--- src/rtl/gps_gen_pkg.sv ---
// rtl/gps_gen_pkg.sv - shared constants, state encoding and preset patterns for the GPS generator
//
// Contents:
//   DEF_CHIPS_PER_EPOCH / DEF_EPOCHS_PER_BIT / DEF_MSG_FIFO_DEPTH - default geometry
//   PRESET_*       - 8-bit looping message patterns, sent MSB first
//   nav_state_e    - message generator state encoding
//   preset_pattern - maps a 2-bit preset select onto its pattern
package gps_gen_pkg;

    localparam int DEF_CHIPS_PER_EPOCH = 1023;
    localparam int DEF_EPOCHS_PER_BIT  = 20;
    localparam int DEF_MSG_FIFO_DEPTH  = 8;

    localparam logic [7:0] PRESET_TLM   = 8'h8B;  // TLM preamble
    localparam logic [7:0] PRESET_ALT   = 8'hAA;
    localparam logic [7:0] PRESET_ONES  = 8'hFF;
    localparam logic [7:0] PRESET_ZEROS = 8'h00;

    typedef enum logic {
        ST_IDLE = 1'b0,
        ST_RUN  = 1'b1
    } nav_state_e;

    function automatic logic [7:0] preset_pattern(input logic [1:0] sel);
        logic [7:0] pat;
        case (sel)
            2'd0:    pat = PRESET_TLM;
            2'd1:    pat = PRESET_ALT;
            2'd2:    pat = PRESET_ONES;
            default: pat = PRESET_ZEROS;
        endcase
        return pat;
    endfunction

endpackage

--- src/rtl/msg_bit_fifo.sv ---
// rtl/msg_bit_fifo.sv - depth-parameterised 1-bit FIFO with registered occupancy and flags
//
// Ports:
//   clk_i, rst_i  - clock, synchronous active-high reset (flushes the FIFO)
//   push_i        - write push_data_i this cycle
//   push_data_i   - bit to store
//   pop_i         - consume the head this cycle (ignored when empty)
//   pop_data_o    - current head bit
//   full_o        - registered: occupancy == DEPTH
//   empty_o       - registered: occupancy == 0
//   drop_o        - combinational: a push is being discarded this cycle
module msg_bit_fifo #(
    parameter int DEPTH = 8
) (
    input  logic clk_i,
    input  logic rst_i,
    input  logic push_i,
    input  logic push_data_i,
    input  logic pop_i,
    output logic pop_data_o,
    output logic full_o,
    output logic empty_o,
    output logic drop_o
);

    localparam int AW = $clog2(DEPTH);
    localparam int CW = AW + 1;

    logic [DEPTH-1:0] mem_q;
    logic [AW-1:0]    wr_ptr_q;
    logic [AW-1:0]    rd_ptr_q;
    logic [CW-1:0]    count_q;
    logic [CW-1:0]    count_d;
    logic             full_q;
    logic             empty_q;
    logic             do_push;
    logic             do_pop;

    // A pop frees a slot in the same cycle, so a push into a full FIFO is
    // still accepted when it coincides with a pop. A pop on an empty FIFO
    // does nothing, even if a push lands in the same cycle.
    always_comb begin
        do_pop  = pop_i && !empty_q;
        do_push = push_i && (!full_q || do_pop);
        count_d = count_q;
        if (do_push && !do_pop) begin
            count_d = count_q + CW'(1);
        end else if (do_pop && !do_push) begin
            count_d = count_q - CW'(1);
        end
    end

    always_ff @(posedge clk_i) begin
        if (rst_i) begin
            mem_q    <= '0;
            wr_ptr_q <= '0;
            rd_ptr_q <= '0;
            count_q  <= '0;
            full_q   <= 1'b0;
            empty_q  <= 1'b1;
        end else begin
            if (do_push) begin
                mem_q[wr_ptr_q] <= push_data_i;
                wr_ptr_q        <= wr_ptr_q + AW'(1);
            end
            if (do_pop) begin
                rd_ptr_q <= rd_ptr_q + AW'(1);
            end
            count_q <= count_d;
            full_q  <= (count_d == CW'(DEPTH));
            empty_q <= (count_d == '0);
        end
    end

    assign pop_data_o = mem_q[rd_ptr_q];
    assign full_o     = full_q;
    assign empty_o    = empty_q;
    assign drop_o     = push_i && full_q && !do_pop;

endmodule

--- src/rtl/nav_msg_gen.sv ---
// rtl/nav_msg_gen.sv - navigation message bit source: chip/epoch counting and bit loading
//
// Ports:
//   clk_in, rst_in     - clock, synchronous active-high reset
//   ena_in             - chip strobe, one cycle per chip
//   msg_in             - live message bit
//   msg_valid_in       - push msg_in into the bit FIFO
//   use_msg_preset_in  - 1: preset pattern, 0: FIFO (sampled at bit load)
//   preset_sel_in      - preset pattern select (sampled at bit load)
//   msg_bit_out        - current data bit
//   bit_start_out      - pulse on the first chip of a new bit
//   epoch_out          - pulse on the first chip of every epoch
//   fifo_full_out      - FIFO full
//   fifo_empty_out     - FIFO empty
//   underrun_out       - sticky: a FIFO bit was needed while empty
//   overflow_out       - sticky: a push was dropped because the FIFO was full
module nav_msg_gen
    import gps_gen_pkg::*;
#(
    parameter int CHIPS_PER_EPOCH = DEF_CHIPS_PER_EPOCH,
    parameter int EPOCHS_PER_BIT  = DEF_EPOCHS_PER_BIT,
    parameter int FIFO_DEPTH      = DEF_MSG_FIFO_DEPTH
) (
    input  logic       clk_in,
    input  logic       rst_in,
    input  logic       ena_in,
    input  logic       msg_in,
    input  logic       msg_valid_in,
    input  logic       use_msg_preset_in,
    input  logic [1:0] preset_sel_in,
    output logic       msg_bit_out,
    output logic       bit_start_out,
    output logic       epoch_out,
    output logic       fifo_full_out,
    output logic       fifo_empty_out,
    output logic       underrun_out,
    output logic       overflow_out
);

    localparam int CHIP_W  = (CHIPS_PER_EPOCH > 1) ? $clog2(CHIPS_PER_EPOCH) : 1;
    localparam int EPOCH_W = (EPOCHS_PER_BIT > 1) ? $clog2(EPOCHS_PER_BIT) : 1;
    localparam logic [CHIP_W-1:0]  LAST_CHIP  = CHIP_W'(CHIPS_PER_EPOCH - 1);
    localparam logic [EPOCH_W-1:0] LAST_EPOCH = EPOCH_W'(EPOCHS_PER_BIT - 1);

    nav_state_e         state_q, state_d;
    logic [CHIP_W-1:0]  chip_q, chip_d;
    logic [EPOCH_W-1:0] epoch_q, epoch_d;
    logic [2:0]         idx_q, idx_d;
    logic               bit_q, bit_d;
    logic               bit_start_q, bit_start_d;
    logic               epoch_pulse_q, epoch_pulse_d;
    logic               underrun_q, underrun_d;
    logic               overflow_q, overflow_d;

    logic               load;
    logic [7:0]         pattern;
    logic               fifo_pop;
    logic               fifo_head;
    logic               fifo_full;
    logic               fifo_empty;
    logic               fifo_drop;

    msg_bit_fifo #(
        .DEPTH (FIFO_DEPTH)
    ) u_fifo (
        .clk_i       (clk_in),
        .rst_i       (rst_in),
        .push_i      (msg_valid_in),
        .push_data_i (msg_in),
        .pop_i       (fifo_pop),
        .pop_data_o  (fifo_head),
        .full_o      (fifo_full),
        .empty_o     (fifo_empty),
        .drop_o      (fifo_drop)
    );

    // The position is the index of the strobe just consumed. The first
    // strobe out of IDLE is position (0,0) and loads bit 0, so every bit
    // (including the first) spans exactly C*E strobes.
    always_comb begin
        state_d       = state_q;
        chip_d        = chip_q;
        epoch_d       = epoch_q;
        idx_d         = idx_q;
        bit_d         = bit_q;
        underrun_d    = underrun_q;
        load          = 1'b0;
        epoch_pulse_d = 1'b0;
        fifo_pop      = 1'b0;
        pattern       = preset_pattern(preset_sel_in);

        case (state_q)
            ST_IDLE: begin
                if (ena_in) begin
                    state_d       = ST_RUN;
                    chip_d        = '0;
                    epoch_d       = '0;
                    load          = 1'b1;
                    epoch_pulse_d = 1'b1;
                end
            end
            ST_RUN: begin
                if (ena_in) begin
                    if (chip_q == LAST_CHIP) begin
                        chip_d        = '0;
                        epoch_pulse_d = 1'b1;
                        if (epoch_q == LAST_EPOCH) begin
                            epoch_d = '0;
                            load    = 1'b1;
                        end else begin
                            epoch_d = epoch_q + EPOCH_W'(1);
                        end
                    end else begin
                        chip_d = chip_q + CHIP_W'(1);
                    end
                end
            end
            default: state_d = ST_IDLE;
        endcase

        bit_start_d = load;

        // Mode and preset select only matter here, so mid-bit changes wait
        // for the next load. idx only moves on preset loads and survives
        // mode switches.
        if (load) begin
            if (use_msg_preset_in) begin
                bit_d = pattern[3'd7 - idx_q];
                idx_d = idx_q + 3'd1;
            end else if (!fifo_empty) begin
                bit_d    = fifo_head;
                fifo_pop = 1'b1;
            end else begin
                bit_d      = 1'b0;
                underrun_d = 1'b1;
            end
        end
    end

    // Kept apart from the block above: fifo_drop depends on fifo_pop.
    assign overflow_d = overflow_q | fifo_drop;

    always_ff @(posedge clk_in) begin
        if (rst_in) begin
            state_q       <= ST_IDLE;
            chip_q        <= '0;
            epoch_q       <= '0;
            idx_q         <= '0;
            bit_q         <= 1'b0;
            bit_start_q   <= 1'b0;
            epoch_pulse_q <= 1'b0;
            underrun_q    <= 1'b0;
            overflow_q    <= 1'b0;
        end else begin
            state_q       <= state_d;
            chip_q        <= chip_d;
            epoch_q       <= epoch_d;
            idx_q         <= idx_d;
            bit_q         <= bit_d;
            bit_start_q   <= bit_start_d;
            epoch_pulse_q <= epoch_pulse_d;
            underrun_q    <= underrun_d;
            overflow_q    <= overflow_d;
        end
    end

    assign msg_bit_out    = bit_q;
    assign bit_start_out  = bit_start_q;
    assign epoch_out      = epoch_pulse_q;
    assign fifo_full_out  = fifo_full;
    assign fifo_empty_out = fifo_empty;
    assign underrun_out   = underrun_q;
    assign overflow_out   = overflow_q;

endmodule
--- config.mk ---
export PLATFORM = sky130hd
export DESIGN_NAME = nav_msg_gen
export DESIGN_NICKNAME = d
export VERILOG_FILES = /design/src/rtl/gps_gen_pkg.sv /design/src/rtl/msg_bit_fifo.sv /design/src/rtl/nav_msg_gen.sv
export SDC_FILE = /design/constraint.sdc
export NUM_CORES = 1
export LEC_CHECK = 0
export ABC_AREA = 1
export BUFFER_PORTS_ARGS = -buffer_cell sky130_fd_sc_hd__buf_2
export CAP_MARGIN = 40
export CORE_MARGIN = 5
export CORE_UTILIZATION = 30
export DETAILED_ROUTE_END_ITERATION = 6
export GPL_TIMING_DRIVEN = 0
export SYNTH_ARGS = -nofsm -noshare
export SYNTH_HDL_FRONTEND = slang
export SYNTH_SLANG_ARGS = --single-unit
--- constraint.sdc ---
create_clock -name clk_in -period 4.15 [get_ports clk_in]
set_clock_uncertainty 0.1 [all_clocks]
set_input_delay 0.415 -clock clk_in [delete_from_list [all_inputs] [get_ports clk_in]]
set_output_delay 0.415 -clock clk_in [all_outputs]
set_load 0.02 [all_outputs]
; Word level (Yosys, flattened, before mapping)
; Cells that the tools add are included.
[word_totals]
out_inout_bits = 7
ff_bits = 44
elab_cells = 89
[op_classes]
n_reduce_logical = 18
n_mux = 33
n_bitwise = 3
n_lt_le_gt_ge = 4
eq_ne = 8
n_addsub = 8
[ops]
columns = operator, count
row1 = 10-bit 2-to-1 mux, 3
row2 = 8-bit case mux with 3 select lines, 1
row3 = 5-bit 2-to-1 mux, 4
row4 = 10-bit case mux with 2 select lines, 1
row5 = 1-bit 2-to-1 mux, 15
row6 = 3-bit by 4-bit less-than comparator with 1-bit output (second input constant), 3
row7 = 10-bit by 1-bit adder with 10-bit output (second input constant), 1
row8 = 10-bit equality test (second input constant), 1
row9 = 5-bit case mux with 2 select lines, 1
row10 = 3-bit by 1-bit adder with 3-bit output (second input constant), 3
row11 = 8-bit bitwise mux, 1
row12 = 4-bit 2-to-1 mux, 2
row13 = 1-bit logical AND, 7
row14 = 1-bit binary-select mux with 3-bit select, 2
row15 = 3-bit AND reduction, 2
row16 = 5-bit by 1-bit adder with 5-bit output (second input constant), 1
row17 = 5-bit equality test (second input constant), 1
row18 = 4-bit by 1-bit adder with 4-bit output (second input constant), 1
row19 = 4-bit equality test (second input constant), 1
row20 = 1-bit zero test, 4
row21 = 4-bit zero test, 1
row22 = 2-bit != test (second input constant), 2
row23 = 1-bit case mux with 2 select lines, 2
row24 = 2-bit AND reduction, 2
row25 = 11 further kinds, 12

; Depth between registers and ports, before layout
[logic_depth]
word_depth = 14
depth_mapped = 15
depth_no_buf = 15

; Hierarchy
; Synthesis repeated with hierarchy kept, for this count alone.
[hier_totals]
hier_cells = 329
hier_area_um2 = 2393.5
[by_module_without_submodules]
columns = mod, cells_per_inst, area_each_um2, instances
row1 = nav_msg_gen, 167, 1307.5, 1
row2 = msg_bit_fifo, 162, 1086.0, 1

; Worst setup path after synthesis
; Ideal clock, no wire load.
[synth_path]
kind = flip-flop to flip-flop
startpoint = register chip_q[1]
endpoint = register u_fifo.mem_q[1]
stages_incl_launch_ff = 13
required_time_ns = 3.918
t_arrival_ns = 1.476
setup_slack_ns = 2.441
setup_time_ns = 0.132
period_less_slack_ns = 1.709
n_path_buf = 0
path_cell_list = dfxtp_1 ha_1 nand3_1 nor2_4 nand3_4 nand2_4 nand3_4 nand2_4 nand2_8 nor2_8 nand2_1 nand2_1 a21oi_1
[synth_between]
elab_chain_cells = 8
[synth_rtl]
columns = element, line_no
row1 = "start, declared", nav_msg_gen.sv:46  ; logic [CHIP_W-1:0] chip_q, chip_d;
row2 = "start signal, assigned", nav_msg_gen.sv:156  ; chip_q <= chip_d;
row3 = 10-bit equality test, nav_msg_gen.sv:104  ; if (chip_q == LAST_CHIP) begin
row4 = 1-bit 2-to-1 mux, nav_msg_gen.sv:104
row5 = 1-bit 2-to-1 mux, nav_msg_gen.sv:103  ; if (ena_in) begin
row6 = 1-bit case mux with 2 select lines, nav_msg_gen.sv:92  ; case (state_q)
row7 = 1-bit 2-to-1 mux, nav_msg_gen.sv:126  ; if (load) begin
row8 = 1-bit logical AND, msg_bit_fifo.sv:43  ; do_pop = pop_i && !empty_q;
row9 = 1-bit logical OR, msg_bit_fifo.sv:44  ; do_push = push_i && (!full_q || do_pop);
row10 = 1-bit logical AND, msg_bit_fifo.sv:44
row11 = "end signal, assigned by index", msg_bit_fifo.sv:63  ; mem_q[wr_ptr_q] <= push_data_i;
row12 = "end, declared", msg_bit_fifo.sv:29  ; logic [DEPTH-1:0] mem_q;
; Every way passes these cells.
; A chain may end at the register's enable or synchronous reset.

; Worst setup path after layout
[layout_path]
startpoint = register chip_q[1]
endpoint = register u_fifo.empty_q, in the netlist u_fifo.empty_o
[layout_between]
elab_chain_cells = 13
elab_cells_between_ends = 15
cone_classes = eq/ne (1) / mux (6) / reduce/logical (8)
[layout_rtl]
columns = element, line_no
row1 = 10-bit equality test *, nav_msg_gen.sv:104
row2 = 1-bit 2-to-1 mux *, nav_msg_gen.sv:104
row3 = 1-bit 2-to-1 mux *, nav_msg_gen.sv:103
row4 = 1-bit case mux with 2 select lines *, nav_msg_gen.sv:92
row5 = 1-bit 2-to-1 mux *, nav_msg_gen.sv:126
row6 = 1-bit logical AND *, msg_bit_fifo.sv:43
row7 = 1-bit logical OR, msg_bit_fifo.sv:44
row8 = 1-bit logical AND, msg_bit_fifo.sv:44
row9 = 1-bit zero test, msg_bit_fifo.sv:48  ; end else if (do_pop && !do_push) begin
row10 = 1-bit logical AND, msg_bit_fifo.sv:48
row11 = 4-bit 2-to-1 mux, msg_bit_fifo.sv:48
row12 = 4-bit 2-to-1 mux *, msg_bit_fifo.sv:46  ; if (do_push && !do_pop) begin
row13 = 4-bit zero test *, msg_bit_fifo.sv:71  ; empty_q <= (count_d == '0);
row14 = "end signal, assigned", msg_bit_fifo.sv:71
row15 = "end, declared", msg_bit_fifo.sv:35  ; logic empty_q;
; Every way passes the cells marked *; elsewhere a longest branch is shown, timed or not.

==> flow_summary.ini <==
[route]
ant_nets = 0
drt_iter0_drc = 99
via_per_inst = 4.682
dr.pass1.iters = 4
drt-total-wl_um = 4516
via_count = 1915
drc = 0
wl_per_cell_um = 11.04

[synth]
syn_nets = 311
ys_async_sr_fraction_pct = 0
synthesis.instances = 293
synth_edf_count = 0
yosysTopAreaCell = dfxtp_1
synth_area_leaders = dfxtp_1 (39%), nand2_1 (10%), ha_1 (5.5%)
synth_area_per_cell_um2 = 7.798
ys.warnings.count = 0
synth.distinct_cells = 40
ys_seq_area_share_pct = 38.55
synth-seq-cells = 44
synth.top_cell.area_share_pct = 38.55
synth_area_um2 = 2285
ys.flop_type = dfxtp_1

[cells_and_area]
multiInputGateArea_um2 = 1246
n_fill_cell = 784
fin_area_um2 = 2562
drive_gt1_share_pct = 12.90
antenna_cells = 0
seq_area_um2 = 880.8
syn_to_final_growth_pct = 12.16
final_util_pct = 34.95
nets = 329

[setup_path]
cp_slowest_cell = dfxtp_1
critPathKind = reg2reg
endpoint = u_fifo.empty_o$_SDFF_PP1_
r2r-start = chip_q[1]$_SDFFE_PP0P_
critical_path_arrival_ns = 2.05
crit_chain = ha_1 -> nand3_1 -> nor2_4 -> nand3_4 -> nand2_4 -> nand3_4 -> nand3_2 -> inv_2 -> nand2_1 -> nand2_1 -> nand2_1 -> inv_1 -> nand2_1 -> nand2_1
required_ns = 4.23
r2r-end = u_fifo.empty_o$_SDFF_PP1_
cp-end-kind = flip-flop
path_max_fanout = 8
r2r_cells = 14
timing.critical_path.mode_cell = nand2_1
crit_path_start = chip_q[1]$_SDFFE_PP0P_
r2r_setup_slack_ns = 2.18
worst_setup_path_start_kind = flip-flop
max_stage_delay_ns = 0.41

[global_routing]
antenna_found_initial = 0
gr-total-overflow = 0
grt_pass1_wl_um = 7783
grt_pass1_vias = 1720
grt_max_degree = 13
track_usage_pct = 9.689

[floorplan]
start_util_pct = 31.17
die_h_um = 97.27
ios = 15
fp.dieW_um = 97.27
fp.coreArea_um2 = 7331
die-area_um2 = 9460
rows = 31

[sta]
fin_crit_ns = 1.972
min_period_over_period_pct = 47.52
worst_slew_pin_slew_ns = 0.5577
fmax_ghz = 0.5071
fin_setup_tns_ns = 0
maxSlewViolCount = 0
setup_viol = 0
slew-limit-headroom_pct = 62.43
rsz0062_at_grt = no
hold_ws_ns = 0.3683
hold_violations = 0

[power_and_ir_drop]
power.density_nw_per_um2 = 346.9
ir_worst_vdd_mv = 0.1563
p_leak_nw = 0.9859

[clocking]
ctsResizeCount = 0
clk_pin_slew_worst_paths_ns = 0.09
htreeDepth = 2
cts_tree = built
cts_buffers = 5
cts-root-buf = clkbuf_8
cts_setup_buffers = 0
clk_path_buf_depth = 2
clock-sinks = 44
postCtsHoldBufs = 0
worst_skew_pair.late_latency_ns = 0.29

[placed_design]
place_area_um2 = 2464
gp_congestion = 0.7724
dp_hpwl_um = 3368
portBuffers = 11

[flow_run]
maxCapViolCount = 0

[worst_hold_path]
worstHoldPathType = reg2reg

[outcome]
status = finished, final reports clean
[report_power, final]
group / total, mW / internal [mW] / switching (mW) / leakage, nW
clock network: 0.311 / 0.173 / 0.138 / 0.0501
logic: 0.123 / 0.0430 / 0.0797 / 0.578
registers: 0.455 / 0.438 / 0.0173 / 0.358
[cell type report]
| class | instances | share of cell area [%] |
|---|---|---|
| Clock inverter | 1 | 1.172 |
| Clock buffer | 5 | 2.686 |
| Tap cell | 99 | 4.834 |
| Buffer | 6 | 1.025 |
| Inverter | 35 | 5.127 |
| Sequential cell | 44 | 34.37 |
| Timing Repair Buffer | 11 | 2.148 |
| Multi-Input combinational cell | 208 | 48.63 |
[per-layer routing]
layer / vias up / global-route usage, % / part of all wire, %
met5: - / 0 / 0
met4: 0 / 3.514 / 0.84
met3: 5 / 1.436 / 2.0
met2: 21 / 16.08 / 46
met1: 884 / 12.75 / 51
li1: 1005 / - / -
[Yosys cell counts, drive strengths merged, types with 3 or more instances]
cell type / n
a21oi: 21
buf: 3
clkbuf: 3
dfxtp: 44
ha: 10
inv: 33
nand2: 65
nand3: 25
nand4: 6
nor2: 28
nor3: 9
nor3b: 3
o21ai: 12
o32ai: 3
xnor2: 4
xor2: 7
[state kept, by name (all words and copies together) (netlist names), 3 cells and up]
name	flops
chip_q	10
idx_q	3
u_fifo.count_q	4
epoch_q	5
u_fifo.wr_ptr_q	3
u_fifo.rd_ptr_q	3
u_fifo.mem_q	8
[critical path, delay by kind of cell (launching register included)]
kind                     cells  cell delay (ns)
AND/OR/NAND/NOR             11             1.05
buffers and inverters        2             0.11
flip-flops                   1             0.41
adder cells (fa/ha/maj)      1             0.18
[cells in the final DEF (no fill, tap or decap), drive strengths merged, types with 2 or more instances in the layout]
cell type	Yosys	layout
nor3b	3	3
nand4	6	6
nor3	9	9
nand2	65	65
a21oi	21	21
a31oi	2	2
mux2i	2	2
inv	33	33
a211oi	2	2
nor2	28	28
or2	2	2
o221ai	2	2
clkbuf	3	8
ha	10	10
o211ai	2	2
o32ai	3	3
dfxtp	44	44
xnor2	4	4
clkinv	2	2
o21ai	12	12
xor2	7	7
buf	3	14
nand3	25	25
[stage by stage]
step | total power [mW] | setup slack (ns) | std cells
2_1_floorplan | 0.5559 | 2.441 | 293
3_3_place_gp | 0.5855 | 2.121 | 403
3_5_place_dp | 0.5884 | 2.136 | 403
4_1_cts | 0.8993 | 2.171 | 409
5_1_grt | 0.9346 | 2.013 | 409
6_report | 0.8889 | 2.178 | 409
[kinds of logic (layout without fill, tap and decap cells)]
logic type / after synthesis / count (layout) / synth area share, %
compound gates: 47 / 47 / 12.54
buf+inv: 41 / 58 / 6.900
xor+xnor: 11 / 11 / 4.217
mux: 2 / 2 / 0.8763
simple gates: 138 / 138 / 31.43
fa+ha+maj: 10 / 10 / 5.476
flops: 44 / 44 / 38.55
[worst min-delay path by stage]
| stage | from | endpoint | cells past startpoint | slack [ns] |
|---|---|---|---|---|
| after floorplan | u_fifo.mem_q[6]$_SDFFE_PP0P_ | u_fifo.mem_q[6]$_SDFFE_PP0P_ | 2 | 0.34 |
| after global placement | u_fifo.mem_q[0]$_SDFFE_PP0P_ | u_fifo.mem_q[0]$_SDFFE_PP0P_ | 2 | 0.35 |
| after detailed placement | underrun_out$_SDFFE_PP0P_ | underrun_out$_SDFFE_PP0P_ | 1 | 0.35 |
| after CTS | u_fifo.mem_q[0]$_SDFFE_PP0P_ | u_fifo.mem_q[0]$_SDFFE_PP0P_ | 2 | 0.37 |
| after global routing | u_fifo.mem_q[2]$_SDFFE_PP0P_ | u_fifo.mem_q[2]$_SDFFE_PP0P_ | 2 | 0.39 |
| final | u_fifo.mem_q[3]$_SDFFE_PP0P_ | u_fifo.mem_q[3]$_SDFFE_PP0P_ | 2 | 0.37 |
Power figures use the tool's default switching activity.
